$ cat src/rtl/alu_cmd_driver_if.sv
// Purpose: command, ALU-operand and response signals of alu_cmd_driver.
// Latency: none; this file only declares wires.
// Backpressure: cmd_valid/cmd_ready and rsp_valid/rsp_ready handshakes.
interface alu_cmd_driver_if;
    logic       cmd_valid;
    logic       cmd_ready;
    logic [7:0] cmd_a;
    logic [7:0] cmd_b;
    logic [1:0] cmd_s;

    logic [7:0] alu_a;
    logic [7:0] alu_b;
    logic [1:0] alu_s;
    logic [7:0] alu_f;
    logic       alu_ovf;

    logic       rsp_valid;
    logic       rsp_ready;
    logic [7:0] rsp_f;
    logic       rsp_ovf;
    logic [1:0] rsp_s;

    // Requester side: issues commands, sinks responses, and hosts the ALU.
    modport master (
        output cmd_valid, cmd_a, cmd_b, cmd_s,
        input  cmd_ready,
        input  alu_a, alu_b, alu_s,
        output alu_f, alu_ovf,
        input  rsp_valid, rsp_f, rsp_ovf, rsp_s,
        output rsp_ready
    );

    // Driver side: accepts commands, drives the ALU, returns responses.
    modport slave (
        input  cmd_valid, cmd_a, cmd_b, cmd_s,
        output cmd_ready,
        output alu_a, alu_b, alu_s,
        input  alu_f, alu_ovf,
        output rsp_valid, rsp_f, rsp_ovf, rsp_s,
        input  rsp_ready
    );
endinterface

$ cat src/rtl/alu_cmd_driver.sv
// Purpose: registers a command onto an external combinational ALU, samples its result.
// Latency: response valid SETTLE_CYC cycles after command accept; one command in flight.
// Backpressure: cmd_ready only in IDLE; the response is held until rsp_ready.
module alu_cmd_driver #(
    parameter int unsigned SETTLE_CYC = 1
) (
    input  logic              clk,
    input  logic              rst_n,
    alu_cmd_driver_if.slave   bus,
    output logic              ovf_sticky,
    input  logic              sticky_clr,
    output logic [7:0]        op_count
);

    typedef enum logic [1:0] {
        IDLE = 2'd0,
        WAIT = 2'd1,
        RESP = 2'd2
    } state_t;

    localparam logic [3:0] SETTLE_LOAD = 4'(SETTLE_CYC - 1);

    state_t     state;
    state_t     state_nxt;
    logic [3:0] settle_cnt;
    logic       accept;
    logic       capture;
    logic       rsp_hs;
    logic       cap_ovf;

    // Ready is gated by rst_n so it drops the instant reset asserts.
    assign bus.cmd_ready = rst_n && (state == IDLE);

    assign accept  = bus.cmd_valid && (state == IDLE);
    assign capture = (state == WAIT) && (settle_cnt == 4'd0);
    assign rsp_hs  = (state == RESP) && bus.rsp_ready;
    // Overflow is only meaningful for the add operation.
    assign cap_ovf = (bus.alu_s == 2'b00) ? bus.alu_ovf : 1'b0;

    // State register.
    always_ff @(posedge clk or negedge rst_n) begin
        if (!rst_n) begin
            state <= IDLE;
        end else begin
            state <= state_nxt;
        end
    end

    // Next-state logic.
    always_comb begin
        state_nxt = state;
        case (state)
            IDLE:    if (accept)  state_nxt = WAIT;
            WAIT:    if (capture) state_nxt = RESP;
            RESP:    if (rsp_hs)  state_nxt = IDLE;
            default: state_nxt = IDLE;
        endcase
    end

    // Operand registers and settle counter; operands only change on accept.
    always_ff @(posedge clk or negedge rst_n) begin
        if (!rst_n) begin
            bus.alu_a  <= 8'h00;
            bus.alu_b  <= 8'h00;
            bus.alu_s  <= 2'b00;
            settle_cnt <= 4'd0;
        end else if (accept) begin
            bus.alu_a  <= bus.cmd_a;
            bus.alu_b  <= bus.cmd_b;
            bus.alu_s  <= bus.cmd_s;
            settle_cnt <= SETTLE_LOAD;
        end else if ((state == WAIT) && (settle_cnt != 4'd0)) begin
            settle_cnt <= settle_cnt - 4'd1;
        end
    end

    // Response registers; payload is kept after the handshake.
    always_ff @(posedge clk or negedge rst_n) begin
        if (!rst_n) begin
            bus.rsp_valid <= 1'b0;
            bus.rsp_f     <= 8'h00;
            bus.rsp_ovf   <= 1'b0;
            bus.rsp_s     <= 2'b00;
        end else if (capture) begin
            bus.rsp_valid <= 1'b1;
            bus.rsp_f     <= bus.alu_f;
            bus.rsp_ovf   <= cap_ovf;
            bus.rsp_s     <= bus.alu_s;
        end else if (rsp_hs) begin
            bus.rsp_valid <= 1'b0;
        end
    end

    // Sticky overflow: a capture with overflow beats a simultaneous clear.
    always_ff @(posedge clk or negedge rst_n) begin
        if (!rst_n) begin
            ovf_sticky <= 1'b0;
        end else if (capture && cap_ovf) begin
            ovf_sticky <= 1'b1;
        end else if (sticky_clr) begin
            ovf_sticky <= 1'b0;
        end
    end

    // Completed-response counter, wraps silently.
    always_ff @(posedge clk or negedge rst_n) begin
        if (!rst_n) begin
            op_count <= 8'h00;
        end else if (rsp_hs) begin
            op_count <= op_count + 8'h01;
        end
    end

endmodule

$ cat src/flat_wrapper.sv
// flat-port wrapper written by rule: the top's interface ports become plain ports
module alu_cmd_driver_flat 
#(
    parameter int unsigned SETTLE_CYC = 1
)
  (clk, rst_n, ovf_sticky, sticky_clr, op_count, bus_cmd_valid, bus_cmd_a, bus_cmd_b, bus_cmd_s, bus_cmd_ready, bus_alu_a, bus_alu_b, bus_alu_s, bus_alu_f, bus_alu_ovf, bus_rsp_valid, bus_rsp_f, bus_rsp_ovf, bus_rsp_s, bus_rsp_ready);
  alu_cmd_driver_if bus_i ();
  input  logic clk;
  input  logic rst_n;
  output logic ovf_sticky;
  input  logic sticky_clr;
  output logic [7:0] op_count;
  input wire logic [$bits(bus_i.cmd_valid)-1:0] bus_cmd_valid;
  input wire logic [$bits(bus_i.cmd_a)-1:0] bus_cmd_a;
  input wire logic [$bits(bus_i.cmd_b)-1:0] bus_cmd_b;
  input wire logic [$bits(bus_i.cmd_s)-1:0] bus_cmd_s;
  output wire logic [$bits(bus_i.cmd_ready)-1:0] bus_cmd_ready;
  output wire logic [$bits(bus_i.alu_a)-1:0] bus_alu_a;
  output wire logic [$bits(bus_i.alu_b)-1:0] bus_alu_b;
  output wire logic [$bits(bus_i.alu_s)-1:0] bus_alu_s;
  input wire logic [$bits(bus_i.alu_f)-1:0] bus_alu_f;
  input wire logic [$bits(bus_i.alu_ovf)-1:0] bus_alu_ovf;
  output wire logic [$bits(bus_i.rsp_valid)-1:0] bus_rsp_valid;
  output wire logic [$bits(bus_i.rsp_f)-1:0] bus_rsp_f;
  output wire logic [$bits(bus_i.rsp_ovf)-1:0] bus_rsp_ovf;
  output wire logic [$bits(bus_i.rsp_s)-1:0] bus_rsp_s;
  input wire logic [$bits(bus_i.rsp_ready)-1:0] bus_rsp_ready;
  assign bus_i.cmd_valid = bus_cmd_valid;
  assign bus_i.cmd_a = bus_cmd_a;
  assign bus_i.cmd_b = bus_cmd_b;
  assign bus_i.cmd_s = bus_cmd_s;
  assign bus_cmd_ready = bus_i.cmd_ready;
  assign bus_alu_a = bus_i.alu_a;
  assign bus_alu_b = bus_i.alu_b;
  assign bus_alu_s = bus_i.alu_s;
  assign bus_i.alu_f = bus_alu_f;
  assign bus_i.alu_ovf = bus_alu_ovf;
  assign bus_rsp_valid = bus_i.rsp_valid;
  assign bus_rsp_f = bus_i.rsp_f;
  assign bus_rsp_ovf = bus_i.rsp_ovf;
  assign bus_rsp_s = bus_i.rsp_s;
  assign bus_i.rsp_ready = bus_rsp_ready;
  alu_cmd_driver #(.SETTLE_CYC(SETTLE_CYC)) u_core (.clk(clk), .rst_n(rst_n), .bus(bus_i), .ovf_sticky(ovf_sticky), .sticky_clr(sticky_clr), .op_count(op_count));
endmodule
$ cat config.mk
export PLATFORM = sky130hd
export DESIGN_NAME = alu_cmd_driver_flat
export DESIGN_NICKNAME = d
export VERILOG_FILES = /design/src/rtl/alu_cmd_driver_if.sv /design/src/rtl/alu_cmd_driver.sv /design/src/flat_wrapper.sv
export SDC_FILE = /design/constraint.sdc
export NUM_CORES = 1
export LEC_CHECK = 0
export BUFFER_PORTS_ARGS = -buffer_cell sky130_fd_sc_hd__buf_4
export CORE_ASPECT_RATIO = 1.4
export CORE_UTILIZATION = 46
export CTS_CLUSTER_SIZE = 8
export DETAILED_ROUTE_END_ITERATION = 16
export GPL_ROUTABILITY_DRIVEN = 0
export PLACE_DENSITY_LB_ADDON = 0.05
export SLEW_MARGIN = 20
export SYNTH_ARGS = -nofsm -noshare
export SYNTH_HDL_FRONTEND = slang
export SYNTH_SLANG_ARGS = --single-unit
$ cat constraint.sdc
create_clock -name clk -period 2.5 [get_ports clk]
set_clock_uncertainty 0.1 [all_clocks]
set_input_delay 0.5 -clock clk [delete_from_list [all_inputs] [get_ports clk]]
set_output_delay 0.5 -clock clk [all_outputs]
set_load 0.03 [all_outputs]
==> results.sh, run 1 <==
export IMPL_io_pins=72
export IMPL_status="finished clean"
export IMPL_power_density_nw_per_um2=1377
export IMPL_root_buffer="clkbuf_8"
export IMPL_final_setup_viol_count=0
export IMPL_core_um2=3919
export IMPL_grt_start_max_net_pins=46
export IMPL_wl_um=3767
export IMPL_synth_edf_count=0
export IMPL_cap_violations=0
export IMPL_hold_viol=0
export IMPL_postLayoutCoreUtil=0.6427
export IMPL_maxSlewViolCount=0
export IMPL_grt_pass1_wl_um=6527
export IMPL_die_area_um2=4374
export IMPL_synth_compound_area_frac=0.03508
export IMPL_clock_sinks=45
export IMPL_final_layout_size_suffix_gt1_frac=0.3740
export IMPL_grt_usage=0.1938
export IMPL_postCtsHoldBufs=0
export IMPL_r2r_end="u_core.bus.rsp_f[4]"
export IMPL_synth_flop_cell="dfrtp_1"
export IMPL_clkLatencyLatePin_ns=0.28
export IMPL_criticalPathCategory="flop to flop"
export IMPL_synth_distinct_cells=32
export IMPL_route_detailed_wl_per_inst_um=13.03
export IMPL_worstPathArrival_ns=2.07
export IMPL_rrSetupSlack_ns=0.50
export IMPL_fin_crit_sh=0.8002
export IMPL_grt_pass1_vias=1444
export IMPL_cts_resized=0
export IMPL_syn_nets=206
export IMPL_numPortBuffers=71
export IMPL_start_util=0.4824
export IMPL_final_cell_mix="buf_4, nand2_1, dfrtp_1, inv_1, mux2_4"
export IMPL_crit_path_start_kind="flop"
export IMPL_synth_xor_area_frac=0.03243
export IMPL_vias_per_cell=4.962
export IMPL_cp_required_ns=2.57
export IMPL_reg2reg_depth=3
export IMPL_final_common_cell="buf_4"
export IMPL_antenna_found_initial=0
export IMPL_ys_warn_count=0
export IMPL_fin_nets=280
export IMPL_yosysSeqAreaShare=0.5956
export IMPL_ys_async_sr_fraction=1.000
export IMPL_clkSlewWorstSetupHoldPaths_ns=0.08
export IMPL_hold_ws_ns=0.1998
export IMPL_drt_iter0_drc=42
export IMPL_finalSetupTns_ns=0
export IMPL_ir_worst_vdd_v=0.0007887
export IMPL_synth_cells=171
export IMPL_synth_top_family_by_area="simple AND/OR/NAND/NOR gates"
export IMPL_antenna_cells=0
export IMPL_syn_area_um2=1891
export IMPL_synth_seq_cells=45
export IMPL_synthSimpleGateAreaFrac=0.1939
export IMPL_rsz0062_at_grt="false"
export IMPL_vias=1434
export IMPL_cts_inserted_buffers=5
export IMPL_cts_buffer_depth=2
export IMPL_cts_htree_levels=2
export IMPL_p_leak_nw=1.344
export IMPL_dr_pass1_iters=4
export IMPL_cts_tree="yes"
export IMPL_dp_hpwl_um=2786
export IMPL_syn_area_per_cell_um2=11.06
export IMPL_critPathCaptureType="flop"
export IMPL_die_h_um=77.86
export IMPL_fmax_ghz=0.4999
export IMPL_rows=27
export IMPL_relSlewSlack=0.5738
export IMPL_synthMuxAreaShare=0.08273
export IMPL_path_max_fanout=14
export IMPL_overflow=0
export IMPL_min_period_ns=2.000
export IMPL_syn_to_final_growth_pct=33.22
export IMPL_post_cts_repair_setup_buffers=0
export IMPL_r2r_start="u_core.state[1]"
export IMPL_worst_pin_slew_ns=0.6393
export IMPL_ant_nets=0
export IMPL_hp_class="primary input to asynchronous set/reset pin"
export IMPL_synthAdderAreaFrac=0.01985
export IMPL_drc=0
export IMPL_die_w_um=56.18
[state kept, by name, summed over array words and instances (netlist names), 2 cells and up]
register and flops:
u_core.bus.alu_a 8, u_core.bus.alu_b 8, u_core.bus.rsp_f 8, u_core.op_count 8
u_core.settle_cnt 4, u_core.bus.alu_s 2, u_core.bus.rsp_s 2, u_core.state 2
[layer usage]
metal | GRT usage | share of wire | vias up
met2 | 0.3488 | 0.56 | 40
met4 | 0.08293 | 0.010 | 0
met1 | 0.2120 | 0.38 | 691
li1 | - | - | 701
met3 | 0.05000 | 0.051 | 2
met5 | 0 | 0 | -
[kinds of logic after synthesis]
group / Yosys count
multiplexers: 12
adder cells (fa/ha/maj): 3
buffers and inverters: 12
AO/OA/AOI/OAI: 11
AND/OR/NAND/NOR: 81
flip-flops: 45
XOR/XNOR: 7
[critical path: stages, from the launching register on]
cell and delay [ns]:
dfrtp_1 0.47, or3b_1 0.45, or2_1 0.48, mux2_4 0.39
[cell usage after synthesis (2+ instances only)]
cell / n / area, µm²
buf_6: 2 / 22.52
clkbuf_1: 3 / 11.26
dfrtp_1: 45 / 1126
ha_1: 3 / 37.54
inv_1: 6 / 22.52
mux2_2: 5 / 56.30
mux2_4: 6 / 90.09
nand2_1: 59 / 221.5
nand2b_1: 2 / 12.51
nand4b_1: 2 / 17.52
nor2_1: 4 / 15.01
nor3_1: 2 / 10.01
nor3b_1: 2 / 15.01
o211ai_1: 2 / 15.01
o21ai_0: 5 / 25.02
o31ai_1: 2 / 15.01
xnor2_1: 3 / 26.28
xor2_1: 4 / 35.03
[where the power goes]
group / leakage, nW / switching (mW) / total, mW / internal (mW)
clock: 0.0395 / 0.217 / 0.416 / 0.199
combinational: 0.747 / 1.05 / 1.78 / 0.731
sequential: 0.557 / 0.224 / 1.27 / 1.05
[per-stage QoR]
stage	total power, mW	worst slack (ns)	cell area, µm²	cells
finish	3.469	0.4995	2519	289
CTS	3.516	0.4908	2519	289
global route	3.712	0.4120	2519	289
global placement	3.013	0.5529	2439	281
floorplan	2.485	0.6170	1891	171
detailed placement	3.089	0.5014	2439	281
[how the worst max path moves through the flow]
stage,slack [ns],depth (start not counted),end,startpoint
2_1_floorplan,0.62,6,u_core.bus.rsp_f[2],u_core.state[1]
3_3_place_gp,0.55,3,u_core.bus.rsp_f[4],u_core.state[1]
3_5_place_dp,0.50,3,u_core.bus.rsp_f[4],u_core.state[1]
4_1_cts,0.49,3,u_core.bus.rsp_f[4],u_core.state[1]
5_1_grt,0.41,3,u_core.bus.rsp_f[4],u_core.state[1]
6_report,0.50,3,u_core.bus.rsp_f[4],u_core.state[1]
[final cells by class]
class,count,area (µm²)
inverters,6,22.52
repair buffers,73,548.0
flip-flops and latches,45,1126
fillers,342,1400
well taps,43,53.80
multi-input cells,114,688.2
clock buffers,8,80.08
(Power assumes the default switching activity.)
==> run 2: changes to the inputs <==
Clock period 2.5 ns to 2 ns, I/O delays scaled along.
==> results.sh, run 2 (same netlist as run 1, synthesis figures left out) <==
export IMPL_clkLatencyLatePin_ns=0.29
export IMPL_endpoint="u_core.bus.rsp_f[5]"
export IMPL_grt_pass1_vias=1468
export IMPL_cap_violations=0
export IMPL_route_detailed_wl_per_inst_um=12.97
export IMPL_numPortBuffers=71
export IMPL_clkSlewWorstSetupHoldPaths_ns=0.08
export IMPL_overflow=0
export IMPL_grt_pass1_wl_um=6389
export IMPL_critPathLaunch="u_core.state[1]"
export IMPL_cp_cell_sequence="or3b_1, or2_2, mux2_4"
export IMPL_r2r_end="u_core.bus.rsp_f[5]"
export IMPL_nFillCells=329
export IMPL_cp_slowest_cell="or2_2"
export IMPL_top_usage_layer="met2"
export IMPL_io_pins=72
export IMPL_start_util=0.4824
export IMPL_final_layout_size_suffix_gt1_frac=0.3831
export IMPL_relSlewSlack=0.6252
export IMPL_fin_crit_sh=0.9263
export IMPL_rrSetupSlack_ns=0.15
export IMPL_clock_sinks=45
export IMPL_crit_buf_inv=0
export IMPL_cts_tree="yes"
export IMPL_final_cell_mix="buf_4, nand2_1, dfrtp_1, inv_1, mux2_4"
export IMPL_r2r_start="u_core.state[1]"
export IMPL_rows=27
export IMPL_critPathCaptureType="flop"
export IMPL_final_setup_viol_count=0
export IMPL_grt_start_max_net_pins=46
export IMPL_antenna_cells=0
export IMPL_syn_to_final_growth_pct=34.02
export IMPL_wl_um=3774
export IMPL_vias=1438
export IMPL_finalSetupTns_ns=0
export IMPL_power_density_nw_per_um2=1725
export IMPL_worst_pin_slew_ns=0.5622
export IMPL_crit_path_start_kind="flop"
export IMPL_min_period_ns=1.853
export IMPL_die_area_um2=4374
export IMPL_dr_pass1_iters=4
export IMPL_cts_inserted_buffers=5
export IMPL_hp_class="primary input to asynchronous set/reset pin"
export IMPL_root_buffer="clkbuf_8"
export IMPL_drc=0
export IMPL_die_w_um=56.18
export IMPL_ant_nets=0
export IMPL_postCtsHoldBufs=0
export IMPL_grtUsageMet1=0.2113
export IMPL_fin_area_um2=2534
export IMPL_use_met2=0.3333
export IMPL_hold_ws_ns=0.09880
export IMPL_ir_worst_vdd_v=0.001012
export IMPL_dp_hpwl_um=2722
export IMPL_p_leak_nw=1.354
export IMPL_fmax_ghz=0.5398
export IMPL_die_h_um=77.86
export IMPL_reg2reg_depth=3
export IMPL_critical_path_max_stage_delay_ns=0.48
export IMPL_cp_required_ns=2.08
export IMPL_core_um2=3919
export IMPL_drt_iter0_drc=30
export IMPL_met3_usage=0.04333
export IMPL_hold_viol=0
export IMPL_cts_buffer_depth=2
export IMPL_antenna_found_initial=0
export IMPL_vias_per_cell=4.942
export IMPL_maxSlewViolCount=0
export IMPL_criticalPathCategory="flop to flop"
export IMPL_status="finished clean"
export IMPL_crit_family="simple AND/OR/NAND/NOR gates"
export IMPL_worstPathArrival_ns=1.93
export IMPL_final_common_cell="buf_4"
export IMPL_fin_nets=282
export IMPL_rsz0062_at_grt="false"
export IMPL_grt_usage=0.1830
export IMPL_cts_htree_levels=2
export IMPL_post_cts_repair_setup_buffers=0
export IMPL_power_total_mw=4.371
export IMPL_postLayoutCoreUtil=0.6466
export IMPL_path_depth=3
export IMPL_post_dp_cell_area_um2=2454
export IMPL_path_max_fanout=14
run 2: cell types whose count changed in the layout (fill, tap and decap cells not counted):
cell   delta
or2_1     -1
buf_4     +2
or2_2     +1
run 2: final cells by class:
class,instances,area (µm²),area share
timing repair buffer,75,563.0,0.2222
clock buffer,8,80.08,0.03160
multi-input combinational,114,688.2,0.2716
tap,43,53.80,0.02123
sequential,45,1126,0.4444
inverter,6,22.52,0.008889
run 2: worst min path at each step:
stage                          endpoint  slack (ns)  cells after the start
floorplan           u_core.bus.alu_a[0]       0.004                      0
global placement     u_core.op_count[7]        0.36                      1
detailed placement  u_core.bus.alu_a[6]        0.36                      2
CTS                  u_core.op_count[5]        0.11                      2
global route         u_core.op_count[4]        0.13                      2
finish               u_core.op_count[5]         0.1                      2
run 2: layer usage:
layer  wire (µm)  up-vias  share of wire
met5           0        -              0
met4          39        0          0.010
met3         189        5          0.050
met2        2019       44           0.53
met1        1526      685           0.40
li1            -      704              -
run 2: timing repair:
item / in CTS / in global routing
hold endpoints to repair: 0 / 0
gates resized for setup: 0 / 1
endpoints found under the setup margin: 0 / 4
run 2: report_power, final:
| group | switching (mW) | internal (mW) |
|---|---|---|
| clock network | 0.273 | 0.248 |
| logic | 1.34 | 0.938 |
| registers | 0.259 | 1.31 |
run 2: metrics by stage:
stage | setup slack (ns) | std cells
2_1_floorplan | 0.1170 | 171
3_3_place_gp | 0.1340 | 283
3_5_place_dp | 0.07548 | 283
4_1_cts | 0.07467 | 291
5_1_grt | 0.08182 | 291
6_report | 0.1474 | 291
==> run 3: changes to the inputs <==
Clock period 2 ns to 2.1 ns, I/O delays scaled along.
==> results.sh, run 3 (same netlist as run 1, synthesis figures left out) <==
export IMPL_p_int_mw=2.398
export IMPL_pwr_share_comb=0.521
export IMPL_fin_nets=282
export IMPL_postLayoutCoreUtil=0.6481
export IMPL_status="finished clean"
export IMPL_io_pins=72
export IMPL_wl_um=3761
export IMPL_dr_pass1_iters=4
export IMPL_hold_viol=0
export IMPL_worst_pin_slew_ns=0.6579
export IMPL_core_um2=3919
export IMPL_cts_inserted_buffers=5
export IMPL_cap_violations=0
export IMPL_p_switching_mw=1.774
export IMPL_seq_power_share=0.355
export IMPL_hp_class="primary input to asynchronous set/reset pin"
export IMPL_ir_worst_vdd_v=0.001050
export IMPL_cts_htree_levels=2
export IMPL_cts_tree="yes"
export IMPL_postCtsHoldBufs=0
export IMPL_final_setup_viol_count=0
export IMPL_final_cell_mix="buf_4, nand2_1, dfrtp_1"
export IMPL_min_period_ns=1.953
export IMPL_clkSlewWorstSetupHoldPaths_ns=0.07
export IMPL_numPortBuffers=71
export IMPL_critPathLaunch="u_core.settle_cnt[0]"
export IMPL_grt_pass1_wl_um=6651
export IMPL_rsz0062_at_grt="false"
export IMPL_cp_slowest_cell="or2_1"
export IMPL_finalSetupTns_ns=0
export IMPL_cp_cell_sequence="inv_1, ha_1, nand2b_1, or2_1, mux2_2"
export IMPL_relSlewSlack=0.5614
export IMPL_maxSlewViolCount=0
export IMPL_grt_usage=0.1939
export IMPL_dp_hpwl_um=2787
export IMPL_nFillCells=331
export IMPL_post_cts_repair_setup_buffers=0
export IMPL_ant_nets=0
export IMPL_grt_start_max_net_pins=46
export IMPL_antenna_cells=0
export IMPL_crit_path_start_kind="flop"
export IMPL_clkLatencyLatePin_ns=0.29
export IMPL_r2r_end="u_core.bus.rsp_s[1]"
export IMPL_drt_iter0_drc=25
export IMPL_start_util=0.4824
export IMPL_criticalPathCategory="flop to flop"
export IMPL_fin_crit_sh=0.9299
export IMPL_p_leak_nw=1.359
export IMPL_critical_path_max_stage_delay_ns=0.53
export IMPL_cts_resized=0
export IMPL_die_h_um=77.86
export IMPL_fin_ws_ns=0.1472
export IMPL_antenna_found_initial=0
export IMPL_r2r_start="u_core.settle_cnt[0]"
export IMPL_rrSetupSlack_ns=0.15
export IMPL_power_total_mw=4.171
export IMPL_final_layout_size_suffix_gt1_frac=0.3846
export IMPL_rows=27
export IMPL_cts_buffer_depth=2
export IMPL_clock_sinks=45
export IMPL_die_area_um2=4374
export IMPL_root_buffer="clkbuf_8"
export IMPL_path_max_fanout=14
export IMPL_grt_pass1_vias=1502
export IMPL_pwr_share_clk=0.124
export IMPL_power_density_nw_per_um2=1642
export IMPL_switching_share=0.4252
export IMPL_vias=1433
export IMPL_place_ws_ns=0.1392
export IMPL_reg2reg_depth=5
export IMPL_final_common_cell="buf_4"
export IMPL_critPathCaptureType="flop"
export IMPL_cp_required_ns=2.18
export IMPL_drc=0
export IMPL_die_w_um=56.18
export IMPL_overflow=0
export IMPL_syn_to_final_growth_pct=34.35
export IMPL_vias_per_cell=4.941
export IMPL_fmax_ghz=0.5121
export IMPL_route_detailed_wl_per_inst_um=12.97
export IMPL_worstPathArrival_ns=2.03
run 3: changes by cell type in the layout (fill, tap and decap cells not counted):
cell and change:
or2_2 -1, clkbuf_1 -2, clkbuf_8 +1, or2_1 +1
run 3: power groups by stage:
stage,clock (mW),sequential (mW),combinational (mW)
2_1_floorplan,0,2.11,0.845
3_3_place_gp,0,1.48,2.13
3_5_place_dp,0,1.50,2.20
4_1_cts,0.536,1.49,2.21
5_1_grt,0.571,1.53,2.37
6_report,0.517,1.48,2.17
run 3: worst max path at each step:
stage | cells past startpoint | end
2_1_floorplan | 6 | u_core.bus.rsp_f[2]
3_3_place_gp | 3 | u_core.bus.rsp_f[4]
3_5_place_dp | 5 | u_core.bus.rsp_s[1]
4_1_cts | 5 | u_core.bus.rsp_s[1]
5_1_grt | 5 | u_core.bus.rsp_s[1]
6_report | 5 | u_core.bus.rsp_s[1]
run 3: layer usage:
| layer | vias to the layer above | GRT usage | wire [µm] |
|---|---|---|---|
| met5 | - | 0 | 0 |
| met4 | 0 | 0.05854 | 45 |
| met3 | 5 | 0.05333 | 192 |
| met2 | 40 | 0.3571 | 2033 |
| met1 | 684 | 0.2133 | 1490 |
| li1 | 704 | - | - |
run 3: final cells by class:
| cell class | count | area (µm²) | area share |
|---|---|---|---|
| Sequential cell | 45 | 1126 | 0.4433 |
| Tap cell | 43 | 53.80 | 0.02118 |
| Timing Repair Buffer | 75 | 563.0 | 0.2217 |
| Multi-Input combinational cell | 114 | 688.2 | 0.2709 |
| Inverter | 6 | 22.52 | 0.008867 |
| Clock buffer | 7 | 86.33 | 0.03399 |
run 3: worst max-delay path: cells and delay by family, from the launching register on:
kind	cells	cell delay (ns)
fa+ha+maj	1	0.23
flops	1	0.39
buf+inv	1	0.09
mux	1	0.41
simple gates	2	0.62
run 3: per-stage QoR:
stage / area [µm²] / cells / hold WS (ns)
after CTS: 2540 / 290 / 0.1361
after global placement: 2454 / 283 / 0.3604
final: 2540 / 290 / 0.1117
after floorplan: 1891 / 171 / 0.02441
after detailed placement: 2454 / 283 / 0.3644
after global routing: 2540 / 290 / 0.1506
